`config.mk`:
```
export PLATFORM = sky130hd
export DESIGN_NAME = ev_window_cnt
export DESIGN_NICKNAME = d
export VERILOG_FILES = /design/src/rtl/ev_window_cnt.sv
export SDC_FILE = /design/constraint.sdc
export NUM_CORES = 1
export LEC_CHECK = 0
export ABC_AREA = 1
export CORE_UTILIZATION = 45
export CTS_CLUSTER_SIZE = 30
export DETAILED_ROUTE_END_ITERATION = 16
export HOLD_SLACK_MARGIN = 0.06
export PLACE_DENSITY_LB_ADDON = 0.05
export SLEW_MARGIN = 10
export SYNTH_ARGS = -nofsm -noshare
export SYNTH_HDL_FRONTEND = slang
export SYNTH_SLANG_ARGS = --single-unit
```
`constraint.sdc`:
```
create_clock -name clk -period 1.75 [get_ports clk]
set_input_delay 0.35 -clock clk [delete_from_list [all_inputs] [get_ports clk]]
set_output_delay 0.35 -clock clk [all_outputs]
set_load 0.01 [all_outputs]
```
`src/rtl/ev_window_cnt.sv`:
```
// Window tick counter; compares report on the tick being decided at this edge.
module ev_window_cnt #(
  parameter int unsigned MIN_DLY = 1,
  parameter int unsigned MAX_DLY = 15
) (
  input  logic       clk,
  input  logic       rst_n,
  input  logic       clr,
  input  logic       en,
  output logic [7:0] k,
  output logic       in_win,
  output logic       at_max
);

  logic [7:0] k_q;
  logic [8:0] tick;

  // The register holds the last completed tick; the edge now arriving is tick k_q+1.
  assign tick   = {1'b0, k_q} + 9'd1;
  assign in_win = (tick >= 9'(MIN_DLY)) && (tick <= 9'(MAX_DLY));
  assign at_max = (tick == 9'(MAX_DLY));
  assign k      = k_q;

  always_ff @(posedge clk) begin
    if (!rst_n || clr) begin
      k_q <= '0;
    end else if (en) begin
      k_q <= tick[7:0];
    end
  end

endmodule

```
* Yosys cells after proc, flatten, opt, wreduce, memory -nomap -nowiden
Index checks and enable logic that the tools add are counted.
Word-level totals: memory bits (read-only) 0, memories kept 0, word-level logic and storage cells 8, memory bits (writable) 0, latch bits 0, flip-flop bits (word level) 8
Cells by class: divide/modulo/power cells 0, shift operators 0, $add $sub $neg 1, reductions and logical operators 3, multipliers 0, magnitude comparators 2, muxes and demuxes 0, bitwise gates (word level) 0, equality and inequality tests 1
Operators with widths (number):
- 8-bit by 1-bit adder with 9-bit output (second input constant) | 1
- 9-bit by 4-bit equality test with 1-bit output (second input constant) | 1
- 9-bit by 1-bit greater-or-equal comparator with 1-bit output (second input constant) | 1
- 9-bit by 4-bit <= comparator with 1-bit output (second input constant) | 1
- 1-bit logical AND | 1
- 1-bit zero test | 1
- 1-bit logical OR | 1

* Depth between registers and ports, before layout
depth in word-level cells 3, gate-level depth with buffers 12, mapped depth without buffers 12

* Worst setup path before layout
OpenSTA, ideal clock, no wires.
kind flip-flop to output port, start point reg k_q[1], in the netlist k[1], end point out in_win, cell stages (with the launch flop) 12, path slack 3 ps, arrival 1397 ps, cell sequence dfxtp_1 ha_1 nand2_1 inv_2 nand2_1 nand2_1 nand2_2 nor2_4 nand3_1 nand3_1 nand2_1 inv_1
Between the ends: word-level cells in the longest chain between the ends 3, elaborated cells between the ends (all ways) 4, those cells by class add/sub (1); order compare (2); reduce/logical (1)
Ends and longest elaborated chain:
- from (decl) | RTL line 15 | logic [7:0] k_q;
- from (signal assigned) | RTL line 28 | k_q <= tick[7:0];
- 8-bit by 1-bit adder with 9-bit output (*) | RTL line 19 | assign tick = {1'b0, k_q} + 9'd1;
- 9-bit by 1-bit greater-or-equal comparator with 1-bit output or 9-bit by 4-bit <= comparator with 1-bit output (tied branches) | RTL line 20 | assign in_win = (tick >= 9'(MIN_DLY)) && (tick <= 9'(MAX_DLY));
- 1-bit logical AND (*) | RTL line 20
- to (decl) | RTL line 11 | output logic in_win,
Every way passes the cells marked *; elsewhere a longest branch is shown, timed or not.

* Worst setup path after layout
start point reg k_q[0], in the netlist k[0], end point out in_win
The elaborated chain is that of the path after synthesis.

==> run summary <==
Status = finished, violations left
Failing checks = negative setup slack
PwrDens = 437 mW/mm^2
H-tree depth = 1
Worst slew pin tran = 0.316 ns
Final Max Slew Viols = 0
Clock Skew = 0.0104 ns
Dpl hpwl = 1380 um
Largest register FFs = 8
Yosys top cell by area = dfxtp_1
Average wire per standard cell = 12.8 um
Starting Density = 0.500
Worst IR Drop VDD = 415 uV
Avg Inst Size Synth = 6.14 um^2
IO Pins = 14
Netlist cell types = 16
Crit path DAT = 1.70 ns
Number of diodes = 0
Comb power frac = 0.277
Share of the synthesized area in the top cell type = 0.237
Seq cells post-synth = 8
Worst-path fanout max = 4
Minimum clock period = 2.05 ns
Initial drt markers = 51
CTS Hold Buffers Added = 0
CTS tree = yes
Bufs on Longest Clock Path = 2
Area contributors post-synth = dfxtp_1 24%, inv_1 13%, nand2_1 11%, nand3_1 8.9%, nand2_2 7.4%
Number of buffers created by CTS = 3
Fill count = 88
GR Util All Layers = 0.289
Final Worst Setup Slack = -0.298 ns
Fin. Hold Viols = 0
Metal2 WL = 1020 um
DRC viols = 0
Vias in the first global route = 732
Flop pwr share = 0.410
Share of post-route cells with drive strength above 1 = 0.436
Die Y = 40.8 um
Total die area = 0.00166 mm^2
Initial antenna violation count = 0
Drt first pass iters = 4
Root Driver = clkbuf_4
Post-synth EDFFs = 0
CP Capture Type = output port
Core Box Area = 0.00135 mm^2
DR vias = 829
Metal3 WL = 149 um
Switch Pwr = 147 uW
Layout area overhead = 63.0%
Largest net degree at the start of global routing = 13
Max-Cap Viols = 0
Final setup fails = 2
Antenna-violating nets left = 0
Ys flop type = dfxtp_1
Clock power share = 0.313
Top Metal Used = met4
Clock transition at path regs = 0.05 ns
Crit share post-route = 1.17
CP Data Required Time = 1.40 ns
Die W = 40.8 um
GP Congestion = 0.846
Max Freq = 0.488 GHz
First-pass GRT wire length = 3050 um
CTS Sinks = 8
Sequential share of the synthesized area = 0.237
Switch share = 0.305
Vias per cell = 5.05
Worst setup path class = reg2out
Rows = 13
Grt total ovfl = 0
RSZ-0062 raised after global routing = yes
Met1 WL = 892 um
Crit start category = register
Leak = 0.000574 uW
Design Power = 482 uW
PortBufs = 13
HP Class = reg2reg
P_int = 335 uW
Post-synthesis cell area = 676 um^2
Ys async rst share = 0
Synthesized Nets = 117
Most frequent cells in the layout = 22 x buf_4, 20 x inv_1, 16 x nand2_1, 11 x nand2_2, 11 x clkdlybuf4s50_1
Synthesis warning total = 0
# nets final = 158
Final wirelength = 2100 um
Skew-Pair Late Insertion Delay = 0.26 ns
Commonest non-fill, non-tap cell in the layout = buf_4
Fin util = 0.816
Cells after Synth = 110
Slew HR = 0.789
-- power by group through the flow --
stage | Combinational [uW] | Sequential [uW] | Clock, uW
2_1_floorplan | 50.7 | 204 | 0
3_3_place_gp | 117 | 200 | 0
3_5_place_dp | 120 | 200 | 0
4_1_cts | 128 | 198 | 153
5_1_grt | 145 | 198 | 161
6_report | 134 | 197 | 151
-- critical path: stages, from the launching register on --
cell	delay, ns
dfxtp_4	0.38
buf_4	0.13
nand3_1	0.11
o21bai_1	0.20
nand2_2	0.13
nor2_4	0.13
nand3_1	0.09
nand3_1	0.07
nand2_1	0.05
inv_1	0.04
buf_2	0.11
-- logic make-up after synthesis --
group / after synthesis / share of synthesized area
simple gates: 53 / 0.406
compound gates: 19 / 0.144
flops: 8 / 0.237
fa+ha+maj: 3 / 0.0556
buf+inv: 26 / 0.144
xor+xnor: 1 / 0.0130
-- cell usage after synthesis, types with 2 or more instances --
master,instances
a21oi_1,8
dfxtp_1,8
ha_1,3
inv_1,23
inv_2,2
nand2_1,20
nand2_2,8
nand3_1,12
nand3_2,2
nor2_1,6
nor2_2,2
nor2_4,3
o21ai_0,10
-- per-stage QoR --
step	setup TNS, ns	instances	setup WS, ns	hold WS [ns]	cell area [um^2]
detailed placement	-0.813	160	-0.462	0.653	993
global route	-0.614	164	-0.377	0.724	1100
floorplan	0	110	0.00330	0.439	676
global placement	-0.748	160	-0.426	0.645	993
CTS	-0.422	164	-0.256	0.683	1070
finish	-0.488	164	-0.298	0.680	1100
-- worst paths after layout --
path | start | endpoint | slack [ns] | cells past startpoint
min reg2reg | k[1] | k[1] | 0.68 | 3
min | k[1] | k[1] | 0.68 | 3
max | k[0] | in_win | -0.30 | 10
max reg2reg | k[0] | k[5] | 0.34 | 7
-- what timing repair did --
action / 4_1_cts / 5_1_grt
gates cloned: 0 / 0
setup endpoints to repair: 2 / 2
pin swaps: 7 / 9
hold endpoints to repair: 0 / 0
setup buffers: 1 / 0
resized for setup: 23 / 12
-- layer usage --
layer	vias to the layer above	GRT usage
met5	-	0
met4	0	0.142
met3	7	0.0489
met2	37	0.496
met1	361	0.344
li1	424	-
-- area by class of cell --
| type | count | area (um^2) | share of cell area |
|---|---|---|---|
| multi-input cells | 76 | 480 | 0.436 |
| clock buffers | 3 | 22.5 | 0.0205 |
| inverters | 25 | 93.8 | 0.0852 |
| flip-flops and latches | 8 | 171 | 0.156 |
| repair buffers | 37 | 314 | 0.285 |
| well taps | 15 | 18.8 | 0.0170 |
No activity file was read; power rests on OpenSTA's default activity.
